File: src/rtl/rtr_eject_endpoint_pkg.sv
`default_nettype none
// ============================================================================
// Module      : rtr_eject_endpoint_pkg
// Description : Shared constants, field layout helpers and FSM encoding for
//               the router ejection endpoint.
// Revision    : 1.0 - initial release
// ============================================================================
package rtr_eject_endpoint_pkg;

    localparam int C_NUM_VCS         = 4;
    localparam int C_VC_BUFFER_DEPTH = 8;
    localparam int C_FLIT_DATA_WIDTH = 64;

    // Channel layout, MSB to LSB: {valid, vc, head, tail, data}
    function automatic int ch_tail_pos(input int fdw);
        return fdw;
    endfunction

    function automatic int ch_head_pos(input int fdw);
        return fdw + 1;
    endfunction

    function automatic int ch_vc_lsb(input int fdw);
        return fdw + 2;
    endfunction

    function automatic int ch_valid_pos(input int fdw, input int viw);
        return fdw + 2 + viw;
    endfunction

    // flow_ctrl layout: {credit_valid, credit_vc}
    function automatic int fc_valid_pos(input int viw);
        return viw;
    endfunction

    typedef enum logic [0:0] {
        ST_IDLE   = 1'b0,
        ST_LOCKED = 1'b1
    } state_t;

    localparam int C_ERR_HEAD_IN_PKT  = 0;
    localparam int C_ERR_BODY_NO_PKT  = 1;
    localparam int C_ERR_OVERFLOW     = 2;
    localparam int C_ERR_BITS         = 3;

endpackage
`default_nettype wire

File: src/rtl/rtr_eject_vc_fifo.sv
`default_nettype none
// ============================================================================
// Module      : rtr_eject_vc_fifo
// Description : Single-VC flit FIFO; a pop frees a slot for a same-cycle push.
// Revision    : 1.0 - initial release
// ============================================================================
module rtr_eject_vc_fifo #(
    parameter int DEPTH = 8,
    parameter int WIDTH = 66
) (
    input  logic             clk,
    input  logic             reset,
    input  logic             push,
    input  logic             pop,
    input  logic [WIDTH-1:0] din,
    output logic [WIDTH-1:0] dout,
    output logic             full,
    output logic             empty,
    output logic             overflow
);

    localparam int PTR_W = (DEPTH > 1) ? $clog2(DEPTH) : 1;
    localparam int CNT_W = $clog2(DEPTH + 1);

    logic [WIDTH-1:0] r_mem [DEPTH];
    logic [PTR_W-1:0] r_wr_ptr;
    logic [PTR_W-1:0] r_rd_ptr;
    logic [CNT_W-1:0] r_count;
    logic             w_do_pop;
    logic             w_do_push;

    assign full      = (r_count == CNT_W'(DEPTH));
    assign empty     = (r_count == '0);
    assign w_do_pop  = pop && !empty;
    assign w_do_push = push && (!full || w_do_pop);
    assign overflow  = push && full && !w_do_pop;
    assign dout      = r_mem[r_rd_ptr];

    always_ff @(posedge clk) begin
        if (reset) begin
            r_wr_ptr <= '0;
            r_rd_ptr <= '0;
            r_count  <= '0;
        end else begin
            if (w_do_push) begin
                r_wr_ptr <= (r_wr_ptr == PTR_W'(DEPTH - 1)) ? '0 : r_wr_ptr + PTR_W'(1);
            end
            if (w_do_pop) begin
                r_rd_ptr <= (r_rd_ptr == PTR_W'(DEPTH - 1)) ? '0 : r_rd_ptr + PTR_W'(1);
            end
            if (w_do_push && !w_do_pop) begin
                r_count <= r_count + CNT_W'(1);
            end else if (w_do_pop && !w_do_push) begin
                r_count <= r_count - CNT_W'(1);
            end
        end
    end

    always_ff @(posedge clk) begin
        if (w_do_push) begin
            r_mem[r_wr_ptr] <= din;
        end
    end

endmodule
`default_nettype wire

File: src/rtl/rtr_eject_endpoint.sv
`default_nettype none
// ============================================================================
// Module      : rtr_eject_endpoint
// Description : Credit-based link receiver; buffers flits per VC and hands
//               whole packets to the node. Optional: RTR_EJECT_STATS_EN.
// Revision    : 1.0 - initial release
// ============================================================================
module rtr_eject_endpoint
    import rtr_eject_endpoint_pkg::*;
#(
    parameter int NUM_VCS         = C_NUM_VCS,
    parameter int VC_IDX_WIDTH    = $clog2(NUM_VCS),
    parameter int VC_BUFFER_DEPTH = C_VC_BUFFER_DEPTH,
    parameter int FLIT_DATA_WIDTH = C_FLIT_DATA_WIDTH,
    parameter int CHANNEL_WIDTH   = 1 + VC_IDX_WIDTH + 2 + FLIT_DATA_WIDTH
) (
    input  logic                       clk,
    input  logic                       reset,
    input  logic [CHANNEL_WIDTH-1:0]   channel_in,
    output logic [VC_IDX_WIDTH:0]      flow_ctrl_out,
    output logic                       out_valid,
    input  logic                       out_ready,
    output logic [VC_IDX_WIDTH-1:0]    out_vc,
    output logic                       out_head,
    output logic                       out_tail,
    output logic [FLIT_DATA_WIDTH-1:0] out_data,
`ifdef RTR_EJECT_STATS_EN
    output logic [31:0]                pkt_count,
    output logic [31:0]                flit_count,
`endif
    output logic                       error
);

    localparam int VIW       = VC_IDX_WIDTH;
    localparam int FLIT_W    = FLIT_DATA_WIDTH + 2;
    localparam int TAIL_POS  = ch_tail_pos(FLIT_DATA_WIDTH);
    localparam int HEAD_POS  = ch_head_pos(FLIT_DATA_WIDTH);
    localparam int VC_LSB    = ch_vc_lsb(FLIT_DATA_WIDTH);
    localparam int VALID_POS = ch_valid_pos(FLIT_DATA_WIDTH, VIW);

    logic              w_in_valid;
    logic [VIW-1:0]    w_in_vc;
    logic              w_in_head;
    logic              w_in_tail;
    logic [FLIT_W-1:0] w_in_flit;

    logic [NUM_VCS-1:0] w_push;
    logic [NUM_VCS-1:0] w_pop;
    logic [NUM_VCS-1:0] w_accept;
    logic [NUM_VCS-1:0] w_full;
    logic [NUM_VCS-1:0] w_empty;
    logic [NUM_VCS-1:0] w_ovf;
    logic [FLIT_W-1:0]  w_head_flit [NUM_VCS];

    state_t            r_state;
    state_t            w_state_nxt;
    logic [VIW-1:0]    r_lock_vc;
    logic [VIW-1:0]    w_lock_nxt;
    logic [VIW-1:0]    r_rr_ptr;
    logic [VIW-1:0]    w_rr_nxt;
    logic [VIW-1:0]    w_sel_vc;
    logic [VIW-1:0]    w_cand;
    logic              w_found;
    logic              w_out_valid;
    logic              w_xfer;
    logic [FLIT_W-1:0] w_sel_flit;

    logic [NUM_VCS-1:0]    r_in_pkt;
    logic [C_ERR_BITS-1:0] r_err_cause;
    logic [VIW:0]          r_flow_ctrl;

    // Stored flit is {head, tail, data}, i.e. the low bits of the channel
    assign w_in_valid = channel_in[VALID_POS];
    assign w_in_vc    = channel_in[VC_LSB +: VIW];
    assign w_in_head  = channel_in[HEAD_POS];
    assign w_in_tail  = channel_in[TAIL_POS];
    assign w_in_flit  = channel_in[FLIT_W-1:0];

    for (genvar g = 0; g < NUM_VCS; g++) begin : g_vc
        assign w_push[g]   = w_in_valid && (w_in_vc == VIW'(g));
        assign w_pop[g]    = w_xfer && (w_sel_vc == VIW'(g));
        assign w_accept[g] = w_push[g] && (!w_full[g] || w_pop[g]);

        rtr_eject_vc_fifo #(
            .DEPTH (VC_BUFFER_DEPTH),
            .WIDTH (FLIT_W)
        ) u_fifo (
            .clk      (clk),
            .reset    (reset),
            .push     (w_push[g]),
            .pop      (w_pop[g]),
            .din      (w_in_flit),
            .dout     (w_head_flit[g]),
            .full     (w_full[g]),
            .empty    (w_empty[g]),
            .overflow (w_ovf[g])
        );
    end

    // Descending scan so the candidate nearest the round-robin pointer wins
    always_comb begin
        w_state_nxt = r_state;
        w_lock_nxt  = r_lock_vc;
        w_rr_nxt    = r_rr_ptr;
        w_sel_vc    = r_lock_vc;
        w_cand      = '0;
        w_found     = 1'b0;
        if (r_state == ST_IDLE) begin
            for (int i = NUM_VCS - 1; i >= 0; i--) begin
                w_cand = r_rr_ptr + VIW'(i);
                if (!w_empty[w_cand] && w_head_flit[w_cand][HEAD_POS]) begin
                    w_found  = 1'b1;
                    w_sel_vc = w_cand;
                end
            end
            w_out_valid = w_found;
        end else begin
            w_out_valid = !w_empty[r_lock_vc];
        end
        w_xfer     = w_out_valid && out_ready;
        w_sel_flit = w_head_flit[w_sel_vc];
        if (w_out_valid) begin
            w_state_nxt = ST_LOCKED;
            w_lock_nxt  = w_sel_vc;
            if (w_xfer && w_sel_flit[TAIL_POS]) begin
                w_state_nxt = ST_IDLE;
                w_rr_nxt    = w_sel_vc + VIW'(1);
            end
        end
    end

    always_ff @(posedge clk) begin
        if (reset) begin
            r_state     <= ST_IDLE;
            r_lock_vc   <= '0;
            r_rr_ptr    <= '0;
            r_flow_ctrl <= '0;
        end else begin
            r_state     <= w_state_nxt;
            r_lock_vc   <= w_lock_nxt;
            r_rr_ptr    <= w_rr_nxt;
            r_flow_ctrl <= {w_xfer, (w_xfer ? w_sel_vc : VIW'(0))};
        end
    end

    // Packet framing tracks only flits that actually land in a FIFO
    always_ff @(posedge clk) begin
        if (reset) begin
            r_in_pkt    <= '0;
            r_err_cause <= '0;
        end else begin
            if (w_in_valid) begin
                if (w_in_head && r_in_pkt[w_in_vc]) begin
                    r_err_cause[C_ERR_HEAD_IN_PKT] <= 1'b1;
                end
                if (!w_in_head && !r_in_pkt[w_in_vc]) begin
                    r_err_cause[C_ERR_BODY_NO_PKT] <= 1'b1;
                end
                if (w_accept[w_in_vc]) begin
                    if (w_in_head) begin
                        r_in_pkt[w_in_vc] <= !w_in_tail;
                    end else if (w_in_tail) begin
                        r_in_pkt[w_in_vc] <= 1'b0;
                    end
                end
            end
            if (|w_ovf) begin
                r_err_cause[C_ERR_OVERFLOW] <= 1'b1;
            end
        end
    end

    assign flow_ctrl_out = r_flow_ctrl;
    assign out_valid     = w_out_valid;
    assign out_vc        = w_sel_vc;
    assign out_head      = w_sel_flit[HEAD_POS];
    assign out_tail      = w_sel_flit[TAIL_POS];
    assign out_data      = w_sel_flit[FLIT_DATA_WIDTH-1:0];
    assign error         = |r_err_cause;

`ifdef RTR_EJECT_STATS_EN
    logic [31:0] r_pkt_count;
    logic [31:0] r_flit_count;

    always_ff @(posedge clk) begin
        if (reset) begin
            r_pkt_count  <= '0;
            r_flit_count <= '0;
        end else if (w_xfer) begin
            r_flit_count <= r_flit_count + 32'd1;
            if (w_sel_flit[TAIL_POS]) begin
                r_pkt_count <= r_pkt_count + 32'd1;
            end
        end
    end

    assign pkt_count  = r_pkt_count;
    assign flit_count = r_flit_count;
`endif

endmodule
`default_nettype wire

File: config.mk
export PLATFORM = sky130hd
export DESIGN_NAME = rtr_eject_endpoint
export DESIGN_NICKNAME = d
export VERILOG_FILES = /design/src/rtl/rtr_eject_endpoint_pkg.sv /design/src/rtl/rtr_eject_vc_fifo.sv /design/src/rtl/rtr_eject_endpoint.sv
export SDC_FILE = /design/constraint.sdc
export NUM_CORES = 2
export LEC_CHECK = 0
export ABC_AREA = 1
export CAP_MARGIN = 10
export CORE_ASPECT_RATIO = 1.1
export CORE_MARGIN = 4
export CORE_UTILIZATION = 55
export DETAILED_ROUTE_END_ITERATION = 8
export DONT_BUFFER_PORTS = 1
export PLACE_DENSITY_LB_ADDON = 0.05
export SLEW_MARGIN = 10
export SYNTH_ARGS = -nofsm -noshare
export SYNTH_HDL_FRONTEND = slang
export SYNTH_HIERARCHICAL = 1
export SYNTH_SLANG_ARGS = --single-unit
File: constraint.sdc
create_clock -name clk -period 5.5 [get_ports clk]
set_input_delay 1.1 -clock clk [delete_from_list [all_inputs] [get_ports clk]]
set_output_delay 1.1 -clock clk [all_outputs]
set_load 0.01 [all_outputs]
# --- Word level (Yosys, flattened, before mapping) ---
# Memories as Yosys holds them, arrays and structs flattened. A register that Yosys moved wholly into a read port is not among the register bits.
# Cells that the tools add are included.
totals:
  wordCells: 255
  ramBits: 2112
  inputBits: 72
  out_inout_bits: 73
  mem_count: 4
  reg_bits: 55
classes:
  addsub: 20
  order_cmp: 12
  bitwise: 8
  n_reduce_logical: 95
  eq_ne: 18
  n_mux: 77
memory_table:
  columns: ["memory", "words", "word_bits", "rd", "rd_clocked_by_memory_dff", "wr", "line_no", "source"]
  rows:
  - ["g_vc[0].u_fifo.r_mem", 8, 66, 1, 1, 1, "rtr_eject_vc_fifo.sv:25", "logic [WIDTH-1:0] r_mem [DEPTH];"]
  - ["g_vc[1].u_fifo.r_mem", 8, 66, 1, 1, 1, "rtr_eject_vc_fifo.sv:25", null]
  - ["g_vc[2].u_fifo.r_mem", 8, 66, 1, 1, 1, "rtr_eject_vc_fifo.sv:25", null]
  - ["g_vc[3].u_fifo.r_mem", 8, 66, 1, 1, 1, "rtr_eject_vc_fifo.sv:25", null]
ops:
  columns: ["op", "count"]
  rows:
  - ["$bmux W66 S2", 5]
  - ["$mux W66", 10]
  - ["$mux W3", 16]
  - ["$logic_and A1 B1 Y1", 45]
  - ["$mux W4", 10]
  - ["$add A3 B1 Y3 const B", 8]
  - ["$eq A3 B3 Y1 const B", 8]
  - ["$logic_not A1 Y1", 24]
  - ["$mux W1", 22]
  - ["$lt A2 B3 Y1 const B", 6]
  - ["$add A4 B1 Y4 const B", 4]
  - ["$eq A4 B4 Y1 const B", 4]
  - ["$logic_not A4 Y1", 4]
  - ["$sub A4 B1 Y4 const B", 4]
  - ["$ge A3 B3 Y1 const B", 5]
  - ["$not A2 Y3", 5]
  - ["$bmux W1 S2", 7]
  - ["$mux W2", 5]
  - ["$reduce_bool A2 Y1", 5]
  - ["$eq A2 B2 Y1 const B", 4]
  - ["$logic_or A1 B1 Y1", 8]
  - ["$reduce_and A2 Y1", 3]
  - ["$add A2 B1 Y2 const B", 2]
  - ["$add A2 B2 Y2 const B", 2]
  - ["other kinds (12)", 14]

# --- Depth between registers and ports, before layout ---
logic_depth:
  word_depth: 20
  depth_mapped: 36
  mapped_depth_nobuf: 33

# --- Cells and area by module ---
# Netlist, hierarchy kept.
by_module_without_submodules:
  columns: ["module", "instances", "cells_each", "seq_area_each_um2", "area_per_inst_um2"]
  rows:
  - ["rtr_eject_vc_fifo", 4, 1863, 16115.5, 21918.5]
  - ["rtr_eject_endpoint", 1, 505, 300.3, 2732.6]

# --- Worst setup path before layout ---
# OpenSTA, ideal clock, no wires.
synth_path:
  kind: "register -> register"
  start: "register with a tool-made name"
  end: "memory g_vc[2].u_fifo.r_mem[0][0], enable pin"
  required_ns: 5.010
  path_stages_with_launch: 28
  period_less_slack_ns: 5.858
  setup_slack_ns: -0.358
  arrival_time_ns: 5.368
  n_path_buf: 3
  setup_ns: 0.490
  cell_sequence: "dfxtp_1 > buf_4 > inv_4 > buf_4 > buf_2 > nor2_1 > o21ai_1 > nand2_1 > nand2_1 > nand2_1 > nand2_1 > nand2_1 > nand2_1 > nand2_1 > nand2_1 > nand3_1 > nand2_1 > nand2_1 > nand2_1 > nand2_1 > nand4_1 > inv_1 > inv_1 > nand3_1 > nand2_1 > inv_1 > nand2_1 > nor2_1"
synth_lines:
  columns: ["element", "line_no"]
  rows:
  - ["end: declaration", "rtr_eject_vc_fifo.sv:25"]

==> impl_metrics.toml <==
[clocking]
cts.reportedPaths.clkPinSlew_ns = 0.06
clock-root-buffer = "sky130_fd_sc_hd__clkbuf_16"
clockBufferDepth = 3
clkLatencyLatePin_ns = 0.85
cts_buffer_count = 211
postCtsHoldBufs = 0
total_clock_sinks = 2179
tritoncts = "done"
ctsHtreeMaxLevel = 4

[yosys]
count_of_flip_flops_with_a_built_in_enable_after_synthesis = 2112
ys_seq_area_share_pct = 71.6
synth_largest_area_cell = "sky130_fd_sc_hd__edfxtp_1"
synth_top_area_share_pct = 70.2
synth_area_leaders = "sky130_fd_sc_hd__edfxtp_1 70%, sky130_fd_sc_hd__nor2_1 9.4%, sky130_fd_sc_hd__nand2_1 6.4%"
yosysWarningCount = 6
synthArstFlopShare_pct = 0
synth_ff_type = "sky130_fd_sc_hd__edfxtp_1"
postSynthRegisterBits = 2179
postSynthAreaPerCell_um2 = 11.4
post_synthesis_instance_area_um2 = 90400
synth.distinct_cells = 36
netlist_instances = 7957
mappedNetlistNets = 8061

[floorplanning]
floorplan.die_area_um2 = 171000
floorplan.die.width_um = 395
std_cell_rows = 155
core_region_area_um2 = 163000
initial_utilization_pct = 55.5
die_height_um = 433
i_o_pin_total = 145

[worst_setup_path]
critical_path.startpoint_type = "flip-flop"
path_class = "reg2out"
cpMaxStageDelayCell = "sky130_fd_sc_hd__buf_4"
crit_buf_inv = 3
worstPathRequired_ns = 4.40
timing.critical_path.cells = "inv_6 > buf_4 > buf_4 > nor2_1 > o21ai_1 > nand2_1 > nand2_1 > nand2_1 > a22oi_1 > nand3_1"
worst_r2r_path_depth = 23
r2r-end = "g_vc[2].u_fifo/r_mem[1][22]$_DFFE_PP_"
endpoint_kind = "primary output"
worst-r2r-setup-slack_ns = 0.88
critPathMaxFanout = 77
cpLargestDelayFamily = "buffers and inverters"
critPathMostFrequentCell = "sky130_fd_sc_hd__nand2_1"
critical_path.max_stage_delay_ns = 0.80
worst-endpoint-arrival_ns = 4.21

[route]
detail_route.wirelength_um = 238000
initialDrtViolationCount = 5627
detail_route.drc_violations = 0
wire_per_inst_um = 23.4
via_count = 58276
drtPass1Iterations = 6
post_drt_via_cell_ratio = 5.73
antenna_nets_post_route = 0

[global_routing]
grt_start_max_net_pins = 167
groute.usage.overall_pct = 27.6
initial_antenna_violation_count = 0
grt_pass1_vias = 55893
grt_remaining_overflow = 0
grt_first_pass_wirelength_um = 356000

[run]
maxCapViolCount = 0

[timing]
fin_crit_sh_pct = 96.6
clock_skew_ns = 0.0280
max_clock_freq_mhz = 188
final-max-slew-violation-count = 0
fin_setup_tns_ns = 0
setup_viol = 0
timing.hold.ws_ns = 0.324
finalHoldViolCount = 0
final_period_minus_worst_setup_slack_ns = 5.31
rsz0062_at_grt = "false"
timing.slew.headroom_pct = 15.2
final_critical_path_setup_slack_ns = 0.188
tightest_slew_ns = 1.27

[placed_design]
preCtsSetupSlack_ns = 0.876
routabilityCongestion = 0.859
detailed_placer_s_ending_hpwl_um = 133000
port_buffers = 0
dpl.cell_count = 9781

[pwr]
seq_power_share_pct = 39.2
p_int_w = 0.0305
p_leak_nw = 35.7
irDropWorstVdd_mv = 0.515
share_clk_of_total_power_pct = 29.5
pwr-share-comb_pct = 31.3
power_switching_share_pct = 36.6
power_density_cells_nw_per_um2 = 487
power.net_switching_w = 0.0176

[finish]
layout_common_cells = "2,219 x sky130_fd_sc_hd__nor2_1, 2,112 x sky130_fd_sc_hd__edfxtp_1, 1,546 x sky130_fd_sc_hd__nand2_1, 739 x sky130_fd_sc_hd__o21ai_1, 333 x sky130_fd_sc_hd__o21ai_0"
layout.filler_cells = 13067
stdcell_count = 10170
area_growth_pct = 9.01
mostFrequentLayoutCell = "sky130_fd_sc_hd__nor2_1"
fin_nets = 7982
share_of_post_route_cells_with_drive_strength_above_1_pct = 6.49

[min_path]
min_delay_path_depth = 1
hold_path.startpoint = "reset"
hold_path_class = "in2reg"
timing.hold.worst_endpoint = "r_err_cause[1]$_SDFFE_PP0P_"

[status]
status = "complete, no violations"
[worst register-to-register path, stage by stage, from the launching register on]
cell and delay (ns):
sky130_fd_sc_hd__dfxtp_4 0.59, sky130_fd_sc_hd__inv_6 0.06, sky130_fd_sc_hd__nor2_1 0.11, sky130_fd_sc_hd__o21ai_0 0.08, sky130_fd_sc_hd__nand2_1 0.09, sky130_fd_sc_hd__nand2_1 0.05, sky130_fd_sc_hd__nand2_1 0.20, sky130_fd_sc_hd__nand2_1 0.09
sky130_fd_sc_hd__nand2_1 0.12, sky130_fd_sc_hd__nand3_2 0.11, sky130_fd_sc_hd__nand2_1 0.12, sky130_fd_sc_hd__nor2_1 0.06, sky130_fd_sc_hd__nand3b_1 0.11, sky130_fd_sc_hd__nand2_1 0.11, sky130_fd_sc_hd__nor2_4 0.17, sky130_fd_sc_hd__nand4_1 0.15
sky130_fd_sc_hd__inv_1 0.19, sky130_fd_sc_hd__inv_1 0.09, sky130_fd_sc_hd__nand3_1 0.20, sky130_fd_sc_hd__nand2_1 0.13, sky130_fd_sc_hd__inv_1 0.18, sky130_fd_sc_hd__nand2_1 0.29, sky130_fd_sc_hd__nor2_4 0.67, sky130_fd_sc_hd__buf_4 0.35
[flip-flops by register name, summed over array words and instances, names as in the netlist, 3 cells and up, named ones only]
| register | flops |
|---|---|
| g_vc.u_fifo/r_count | 16 |
| r_in_pkt | 4 |
| r_err_cause | 3 |
| g_vc.u_fifo/r_wr_ptr | 12 |
| g_vc.u_fifo/r_rd_ptr | 12 |
| g_vc.u_fifo/r_mem | 2112 |
| flow_ctrl_out | 3 |
[cell families after synthesis]
group / synth area share (%)
buffers and inverters: 4.19
adders and majority gates: 0.476
DFF: 71.6
AOI/OAI and AO/OA: 6.63
and+or+nand+nor: 17.0
xor gates and xnor gates: 0.0775
[Yosys cell counts (all sizes together), types with 3 or more instances]
cell type,number
o211ai,4
inv,133
ha,28
nor2,2256
o21ai,1072
a22oi,65
nand2,1549
fa,4
edfxtp,2112
or2,4
nand3,183
nand4,3
clkbuf,44
xor2,8
a21oi,15
dfxtp,67
nor4,4
buf,397
nand3b,5
[per-layer routing]
| layer | track usage [%] | wire length [um] | part of all wire (%) | up-vias |
|---|---|---|---|---|
| li1 | - | - | - | 27036 |
| met1 | 37.7 | 99400 | 42 | 28843 |
| met2 | 46.6 | 117000 | 49 | 2021 |
| met3 | 3.90 | 15900 | 6.7 | 376 |
| met4 | 8.26 | 6390 | 2.7 | 0 |
| met5 | 0 | 0 | 0 | - |
[per-stage QoR]
step | cell area, um2 | total power, W | utilization (%)
floorplan | 90400 | 0.0293 | -
global placement | 91800 | 0.0340 | 56.3
detailed placement | 91800 | 0.0341 | 56.3
CTS | 98500 | 0.0482 | 60.5
global route | 98600 | 0.0503 | 60.5
finish | 98600 | 0.0480 | 60.5
[timing repair]
item                       4_1_cts  5_1_grt
setup endpoints to repair        0       62
setup buffers                    0        3
gates resized for setup          0        9
[cell type report]
type	instances	area (um2)	area share, %
Inverter	133	574	0.583
Tap cell	2119	2650	2.69
Sequential cell	2179	64800	65.8
Clock inverter	118	1120	1.13
Clock buffer	266	5590	5.67
Multi-Input combinational cell	5204	22100	22.4
Antenna cell	2	5.00	0.00508
Timing Repair Buffer	149	1690	1.72
[worst max-delay path by stage]
stage	start	endpoint	slack [ns]	depth (start not counted)
3_5_place_dp	flip-flop	g_vc[2].u_fifo/r_mem[1][22]$_DFFE_PP_	0.88	24
2_1_floorplan	flip-flop	g_vc[2].u_fifo/r_mem[0][0]$_DFFE_PP_	-0.36	27
5_1_grt	flip-flop	out_data[35]	0.003	22
4_1_cts	flip-flop	out_data[35]	0.05	21
3_3_place_gp	flip-flop	g_vc[2].u_fifo/r_mem[1][22]$_DFFE_PP_	0.96	23
6_report	flip-flop	out_data[1]	0.19	10
[power by group through the flow]
stage	registers, W	logic (W)	clock network, W
after floorplan	0.0190	0.0103	0
after global placement	0.0192	0.0148	0
after detailed placement	0.0192	0.0149	0
after CTS	0.0188	0.0150	0.0144
after global routing	0.0188	0.0164	0.0150
final	0.0188	0.0150	0.0142
(Power assumes the default switching activity.)
